$ cat src/rtl/etherneco_synctimer_trigger.sv
// Timed trigger generator fed by the EtherNeco sync-timer: fires at START, then every PERIOD, over a Wishbone register slave.
// Optional: define ETHERNECO_SYNCTIMER_TRIGGER_TIMESTAMP_EN to capture current_time at each fire (readable at 0x27/0x28).
module etherneco_synctimer_trigger #(
  parameter int TIMER_WIDTH  = 64,
  parameter int PERIOD_WIDTH = 32,
  parameter int PULSE_WIDTH  = 16,
  parameter int WB_ADR_WIDTH = 16,
  parameter int WB_DAT_WIDTH = 32,
  parameter int WB_SEL_WIDTH = WB_DAT_WIDTH/8
) (
  input  logic                    rst,
  input  logic                    clk,
  input  logic [WB_ADR_WIDTH-1:0] s_wb_adr_i,
  output logic [WB_DAT_WIDTH-1:0] s_wb_dat_o,
  input  logic [WB_DAT_WIDTH-1:0] s_wb_dat_i,
  input  logic [WB_SEL_WIDTH-1:0] s_wb_sel_i,
  input  logic                    s_wb_we_i,
  input  logic                    s_wb_stb_i,
  output logic                    s_wb_ack_o,
  input  logic [TIMER_WIDTH-1:0]  current_time,
  input  logic                    time_valid,
  output logic                    trigger,
  output logic                    trigger_event,
  output logic [31:0]             trigger_count
);

  typedef enum logic [1:0] {ST_IDLE, ST_ARMED, ST_FIRE} state_e;

  localparam logic [31:0] CORE_ID_VAL = 32'hffff_1133;
  localparam logic [WB_ADR_WIDTH-1:0] ADR_CORE_ID    = 'h00;
  localparam logic [WB_ADR_WIDTH-1:0] ADR_CONTROL    = 'h10;
  localparam logic [WB_ADR_WIDTH-1:0] ADR_START_LO   = 'h20;
  localparam logic [WB_ADR_WIDTH-1:0] ADR_START_HI   = 'h21;
  localparam logic [WB_ADR_WIDTH-1:0] ADR_PERIOD     = 'h22;
  localparam logic [WB_ADR_WIDTH-1:0] ADR_PULSE      = 'h23;
  localparam logic [WB_ADR_WIDTH-1:0] ADR_STATUS     = 'h24;
  localparam logic [WB_ADR_WIDTH-1:0] ADR_COUNT      = 'h25;
  localparam logic [WB_ADR_WIDTH-1:0] ADR_STATUS_CLR = 'h26;

  state_e                  state_q;
  logic                    enable_q, oneshot_q, missed_q;
  logic [31:0]             start_lo_q, start_hi_q, count_q;
  logic [PERIOD_WIDTH-1:0] period_q;
  logic [PULSE_WIDTH-1:0]  pulse_q, pulse_cnt_q;
  logic [TIMER_WIDTH-1:0]  next_time_q;
  logic                    trigger_q, trigger_event_q;

  logic [31:0]             wr_data, rd_data;
  logic [3:0]              wr_sel;
  logic                    wr_en, ctrl_wr, enable_wr, oneshot_wr, arm, disarm;
  logic [63:0]             start_full;
  logic [TIMER_WIDTH-1:0]  start_time, time_diff;
  logic                    reached, late, fire_stop;
  logic [PULSE_WIDTH-1:0]  pulse_load;

  function automatic logic [31:0] wmask(input logic [31:0] old_v, input logic [31:0] new_v,
                                        input logic [3:0] sel);
    logic [31:0] r;
    for (int b = 0; b < 4; b++) r[8*b +: 8] = sel[b] ? new_v[8*b +: 8] : old_v[8*b +: 8];
    return r;
  endfunction

  assign wr_data    = 32'(s_wb_dat_i);
  assign wr_sel     = 4'(s_wb_sel_i);
  assign wr_en      = s_wb_stb_i && s_wb_we_i;
  assign ctrl_wr    = wr_en && (s_wb_adr_i == ADR_CONTROL);
  assign enable_wr  = wr_sel[0] ? wr_data[0] : enable_q;
  assign oneshot_wr = wr_sel[0] ? wr_data[1] : oneshot_q;
  // Arming is edge-triggered on the enable bit; a disable write aborts from any state.
  assign arm        = ctrl_wr && enable_wr && !enable_q && (state_q == ST_IDLE);
  assign disarm     = ctrl_wr && !enable_wr;

  assign start_full = {start_hi_q, start_lo_q};
  assign start_time = start_full[TIMER_WIDTH-1:0];
  // Modular distance: the MSB tells "not yet" from "reached" across timer wrap.
  assign time_diff  = current_time - next_time_q;
  assign reached    = !time_diff[TIMER_WIDTH-1];
  assign late       = reached && (period_q != '0) && (time_diff >= TIMER_WIDTH'(period_q));
  assign fire_stop  = oneshot_q || (period_q == '0);
  assign pulse_load = (pulse_q == '0) ? PULSE_WIDTH'(1) : pulse_q;

  always_ff @(posedge clk) begin
    // NOTE: rst is synchronous, so it appears only inside the clocked branch, never in the sensitivity list.
    if (rst) begin
      state_q         <= ST_IDLE;
      enable_q        <= 1'b0;
      oneshot_q       <= 1'b0;
      missed_q        <= 1'b0;
      start_lo_q      <= '0;
      start_hi_q      <= '0;
      count_q         <= '0;
      period_q        <= '0;
      pulse_q         <= '0;
      pulse_cnt_q     <= '0;
      next_time_q     <= '0;
      trigger_q       <= 1'b0;
      trigger_event_q <= 1'b0;
    end else begin
      // NOTE: non-blocking updates let later statements override earlier defaults; priority is textual order.
      trigger_event_q <= 1'b0;
      trigger_q       <= pulse_cnt_q > PULSE_WIDTH'(1);
      pulse_cnt_q     <= (pulse_cnt_q != '0) ? pulse_cnt_q - PULSE_WIDTH'(1) : '0;

      if (wr_en) begin
        case (s_wb_adr_i)
          ADR_CONTROL: begin
            enable_q  <= enable_wr;
            oneshot_q <= oneshot_wr;
          end
          ADR_START_LO:   start_lo_q <= wmask(start_lo_q, wr_data, wr_sel);
          ADR_START_HI:   start_hi_q <= wmask(start_hi_q, wr_data, wr_sel);
          ADR_PERIOD:     period_q   <= PERIOD_WIDTH'(wmask(32'(period_q), wr_data, wr_sel));
          ADR_PULSE:      pulse_q    <= PULSE_WIDTH'(wmask(32'(pulse_q), wr_data, wr_sel));
          ADR_STATUS_CLR: if (wr_sel[0] && wr_data[1]) missed_q <= 1'b0;
          default: ;
        endcase
      end

      case (state_q)
        ST_IDLE: begin
          if (arm) begin
            next_time_q <= start_time;
            count_q     <= '0;
            state_q     <= ST_ARMED;
          end
        end
        ST_ARMED: begin
          if (reached && time_valid) begin
            state_q         <= ST_FIRE;
            trigger_event_q <= 1'b1;
          end
        end
        ST_FIRE: begin
          count_q     <= count_q + 32'd1;
          pulse_cnt_q <= pulse_load;
          trigger_q   <= 1'b1;
          next_time_q <= next_time_q + TIMER_WIDTH'(period_q);
          if (late) missed_q <= 1'b1;
          if (fire_stop) begin
            enable_q <= 1'b0;
            state_q  <= ST_IDLE;
          end else begin
            state_q <= ST_ARMED;
          end
        end
        default: state_q <= ST_IDLE;
      endcase

      if (disarm) begin
        state_q         <= ST_IDLE;
        pulse_cnt_q     <= '0;
        trigger_q       <= 1'b0;
        trigger_event_q <= 1'b0;
      end
    end
  end

`ifdef ETHERNECO_SYNCTIMER_TRIGGER_TIMESTAMP_EN
  localparam logic [WB_ADR_WIDTH-1:0] ADR_TS_LO = 'h27;
  localparam logic [WB_ADR_WIDTH-1:0] ADR_TS_HI = 'h28;
  logic [TIMER_WIDTH-1:0] stamp_q;
  logic [63:0]            stamp_rd;

  always_ff @(posedge clk) begin
    if (rst || arm)               stamp_q <= '0;
    else if (state_q == ST_FIRE)  stamp_q <= current_time;
  end
  assign stamp_rd = 64'(stamp_q);
`endif

  always_comb begin
    // NOTE: a default before the case keeps this purely combinational (no latch on unlisted addresses).
    rd_data = '0;
    case (s_wb_adr_i)
      ADR_CORE_ID:  rd_data = CORE_ID_VAL;
      ADR_CONTROL:  rd_data = {30'd0, oneshot_q, enable_q};
      ADR_START_LO: rd_data = start_lo_q;
      ADR_START_HI: rd_data = start_hi_q;
      ADR_PERIOD:   rd_data = 32'(period_q);
      ADR_PULSE:    rd_data = 32'(pulse_q);
      ADR_STATUS:   rd_data = {30'd0, missed_q, state_q != ST_IDLE};
      ADR_COUNT:    rd_data = count_q;
`ifdef ETHERNECO_SYNCTIMER_TRIGGER_TIMESTAMP_EN
      ADR_TS_LO:    rd_data = stamp_rd[31:0];
      ADR_TS_HI:    rd_data = stamp_rd[63:32];
`endif
      default:      rd_data = '0;
    endcase
  end

  assign s_wb_dat_o    = WB_DAT_WIDTH'(rd_data);
  assign s_wb_ack_o    = s_wb_stb_i;
  assign trigger       = trigger_q;
  assign trigger_event = trigger_event_q;
  assign trigger_count = count_q;

endmodule

$ cat config.mk
export PLATFORM = sky130hd
export DESIGN_NAME = etherneco_synctimer_trigger
export DESIGN_NICKNAME = d
export VERILOG_FILES = /design/src/rtl/etherneco_synctimer_trigger.sv
export SDC_FILE = /design/constraint.sdc
export NUM_CORES = 1
export LEC_CHECK = 0
export BUFFER_PORTS_ARGS = -buffer_cell sky130_fd_sc_hd__buf_2
export CAP_MARGIN = 20
export CORE_MARGIN = 2
export CORE_UTILIZATION = 51
export CTS_BUF_LIST = sky130_fd_sc_hd__clkbuf_2 sky130_fd_sc_hd__clkbuf_4 sky130_fd_sc_hd__clkbuf_8
export DETAILED_ROUTE_END_ITERATION = 12
export HOLD_SLACK_MARGIN = 0.02
export PLACE_DENSITY = 0.78
export SLEW_MARGIN = 10
export SYNTH_ARGS = -nofsm -noshare
export SYNTH_HDL_FRONTEND = slang
export SYNTH_SLANG_ARGS = --single-unit
export TNS_END_PERCENT = 1
$ cat constraint.sdc
create_clock -name clk -period 5.1 [get_ports clk]
set_clock_uncertainty 0.15 [all_clocks]
set_input_delay 0.765 -clock clk [delete_from_list [all_inputs] [get_ports clk]]
set_output_delay 0.765 -clock clk [all_outputs]
set_load 0.01 [all_outputs]
==> summary.md <==
| Metric | Value |
|---|---|
| Critical hold path startpoint | `start_hi_q[3]$_SDFFE_PP0P_` |
| Post-synthesis to final-layout area growth | `14.1%` |
| Worst setup path startpoint | `next_time_q[4]$_SDFFE_PP0P_` |
| Number of I/O pins | `188` |
| Register clock-pin slew on the reported worst setup and hold paths | `around 0.070 ns` |
| Share of the clock period used by the worst path after layout | `around 95%` |
| Flip-flop and latch count after synthesis | `about 230` |
| Number of cells upsized or downsized after cts | `0` |
| Result of the run | `completed` |
| Maximum number of buffers from clock root to sink | `3` |
| Main combinational cell family by area after synthesis | `compound AO/OA/AOI/OAI gates` |
| Worst hold path type | `reg2reg` |
| Number of distinct library cells after synthesis | `90` |
| Cell type with the highest aggregate area in the netlist | `sky130_fd_sc_hd__dfxtp_1` |
| Number of setup violations in the final report | `0` |
| Highest Clock Rate | `206 MHz` |
| Cell type group with the largest total delay on the critical path | `compound AO/OA/AOI/OAI gates` |
| Routing usage on met1 | `49.2%` |
| Initial DRT Pass Iterations | `6` |
| Final-layout fill cell count | `~3400` |
| Share of the yosys chip area belonging to registers | `between 20 and 25%` |
| Sink Count | `between 200 and 250` |
| Final slew viol count | `0` |
| Net count after synthesis | `~2800` |
| Global routing usage summed across all routing layers | `37.7%` |
| Pin count of the biggest net entering global routing | `around 110` |
| Htree depth | `2` |
| DRC violation count after routing | `0` |
| Via count of the first global-routing pass | `approximately 19000` |
| Final design instance area without fill | `roughly 0.021 mm²` |
| Final critical delay including setup and external delays | `a little under 5 ns` |
| Remaining number of nets flagged by the antenna check after routing | `0` |
| Clock latency reported for the late side of the worst-skew pair | `approximately 0.56 ns` |
| DR WL/cell | `~23 µm` |
| Cell row count | `69` |
| Max capacitance violation total | `0` |
| Wire length after detailed routing | `74500 µm` |
| Post-synthesis cell area | `0.0185 mm²` |
| Classification of the worst setup path | `reg2reg` |
| Power after layout | `~5 mW` |
| Die footprint | `about 0.038 mm²` |
| Total vias in the final route | `approximately 21000` |
| Port-buffer cells | `roughly 190` |
| Master cell of the clock root buffer | `sky130_fd_sc_hd__clkbuf_8` |
| Largest cells by area after synthesis | `sky130_fd_sc_hd__dfxtp_1, sky130_fd_sc_hd__ha_1, sky130_fd_sc_hd__nand2_1` |
| Multiplexer share of the synthesized area | `under 10%` |
| Synthesized area per cell | `7.31 µm²` |
| Global-route track usage on met2 | `between 50% and 60%` |
| Number of buffers inserted to repair setup after CTS | `0` |
| EDFF count, synth | `0` |
| Final HPWL DP | `57700 µm` |
| Maximum single-stage delay on the critical path | `roughly 0.72 ns` |
| Max IR drop VDD | `0.252 mV` |
| Fraction of the mapped netlist area in simple logic gates | `between 20% and 30%` |
| Initial cell density of the core | `between 50 and 60%` |
| Floorplan Core Area | `0.0357 mm²` |
| Crit Reg-Reg Startpoint | `next_time_q[4]$_SDFFE_PP0P_` |
| Crit path DAT | `5.11 ns` |
| Most heavily used metal layer in global routing | `met2` |
| Buf+Inv Stages, Crit Path | `1` |
| Fraction of final layout cells with drive strength greater than 1 | `14.1%` |
| Antenna violations before repair | `3` |
| Total placed instance area | `about 0.020 mm²` |
| Worst slew pin tran | `between 1 and 1.5 ns` |
| CTS hold repair buffers | `0` |
| CTS Buf Count | `39` |
| Power Dens Cells | `about 240 mW/mm²` |
| Max_slew headroom | `roughly a third` |
| Wire length of the first global-routing pass | `around 110000 µm` |
| Synth Area in Compound Gates | `approximately 27%` |
| Area share of the leading cell type in the synthesized netlist | `around a quarter` |
| Global route overflow | `0` |
| Cell Chain, Critical Path | `inv_1, ha_1, nand2_1, o311a_4, or4_2, nand3b_1, a21oi_1, o21ai_1, xor2_1, ha_1, a21oi_1, o21ai_0, a311oi_1, o2111ai_1, nor4_1, o2111ai_1, nor4_2, nand4_1, nor2_1, a41oi_1` |
| Top post-synthesis cells by count | `sky130_fd_sc_hd__nand2_1, sky130_fd_sc_hd__a21oi_1, sky130_fd_sc_hd__dfxtp_1, sky130_fd_sc_hd__nor2_1, sky130_fd_sc_hd__ha_1` |
| Vertical die dimension | `195 µm` |
| Count of mapped cells out of synthesis | `~2500` |
| Post-placement worst setup slack | `-0.260 ns` |
| Crit path required time | `approximately 5.4 ns` |
| Library cell with the highest instance count after synthesis | `sky130_fd_sc_hd__nand2_1` |
| Aggregate negative setup slack | `0 ns` |
| RePlAce Congestion | `between 1 and 1.5` |
| Yosys warns | `0` |
| Number of DRC markers in iteration 0 | `about 2800` |
| Post-synth top flop | `sky130_fd_sc_hd__dfxtp_1` |
| Final nets | `just under 3000` |
| Leakage power | `8.20 nW` |
| CP Launch Type | `flip-flop` |
| Synthesized-area fraction occupied by xor and xnor cells | `3.83%` |
| Die span in x | `195 µm` |
| Met3 Use GR | `6.54%` |
| Share of the core filled with cells in the final layout | `around three fifths` |
| Async set or reset register ratio after synthesis | `0%` |
| Type of element capturing the critical path | `flip-flop` |
| Adder-cell share of the synthesized area | `under 10%` |
| Hold Violations, Final | `0` |
| Minimum setup slack in the final design | `approximately 0.25 ns` |
| Critical Path Slowest Stage Cell | `sky130_fd_sc_hd__or4_2` |
| Number of vias per cell | `about 6.6` |
| TritonCTS clock tree | `yes` |
| Max FO, Critical Path | `4` |
-- state kept, by name, summed over array words and instances, names as in the netlist, 2 cells and up --
signal / count
pulse_cnt_q: 16
state_q: 2
trigger_count: 32
start_lo_q: 32
next_time_q: 64
period_q: 32
pulse_q: 16
start_hi_q: 32
-- routing by layer --
layer / routed length, µm / up-vias
met5: 0 / -
met4: 4650 / 0
met3: 7800 / 258
met2: 32500 / 1286
met1: 29600 / 9897
li1: - / 9631
-- worst register-to-register path: cells and delay by family (launching register included) --
family,cells,cell delay (ns)
AO/OA/AOI/OAI,9,1.74
buffers and inverters,1,0.08
adder cells (fa/ha/maj),2,0.54
XOR/XNOR,1,0.11
AND/OR/NAND/NOR,7,1.72
flip-flops,1,0.37
-- cell usage in the layout, fill, tap and decap left out, drive strengths merged, types with 27 or more instances in the layout --
master,Yosys,routed
nand2,397,397
buf,23,272
a21oi,242,242
dfxtp,231,231
nor2,226,226
o21ai,132,132
ha,131,131
inv,129,129
mux2i,74,74
nand3,64,64
a21o,54,54
clkbuf,105,53
nand4,51,51
nor3,49,49
nor4,44,44
xor2,42,42
xnor2,39,39
o21a,33,33
a31oi,31,31
a211oi,30,30
and3,29,29
a311oi,27,27
-- area by class of cell --
class | instances | area (µm²) | share of cell area, %
Timing Repair Buffer | 272 | 1590 | 7.53
Inverter | 129 | 484 | 2.29
Sequential cell | 231 | 4620 | 21.9
Clock inverter | 17 | 293 | 1.38
Antenna cell | 3 | 7.51 | 0.0355
Clock buffer | 53 | 698 | 3.30
Tap cell | 461 | 577 | 2.73
Multi-Input combinational cell | 2043 | 12900 | 60.8
-- per-stage QoR --
stage	hold slack, ns	cells
2_1_floorplan	0.290	2534
3_3_place_gp	0.304	3136
3_5_place_dp	0.313	3136
4_1_cts	0.324	3206
5_1_grt	0.342	3206
6_report	0.328	3209
-- worst paths after layout --
kind / to / slack [ns] / depth (start not counted)
setup / recovery: missed_q$_SDFF_PP0_ / 0.25 / 20
hold / removal: start_hi_q[3]$_SDFFE_PP0P_ / 0.33 / 2
setup reg to reg: missed_q$_SDFF_PP0_ / 0.25 / 20
hold reg to reg: start_hi_q[3]$_SDFFE_PP0P_ / 0.33 / 2
-- cells by family (layout without fill, tap and decap cells) --
| logic type | Yosys count | after routing |
|---|---|---|
| muxes | 79 | 79 |
| and+or+nand+nor | 996 | 996 |
| DFF | 231 | 231 |
| AOI/OAI and AO/OA | 754 | 754 |
| buffers and inverters | 260 | 471 |
| xor gates and xnor gates | 81 | 81 |
| adders and majority gates | 133 | 133 |
| other | 0 | 3 |
-- power breakdown --
part           internal, mW  switching, mW  total [mW]
registers              1.85         0.0417        1.89
logic                 0.405          0.598        1.00
clock network          1.30          0.826        2.13
total                  3.56           1.47        5.02
Note: power is estimated with default switching activity, not from simulation.
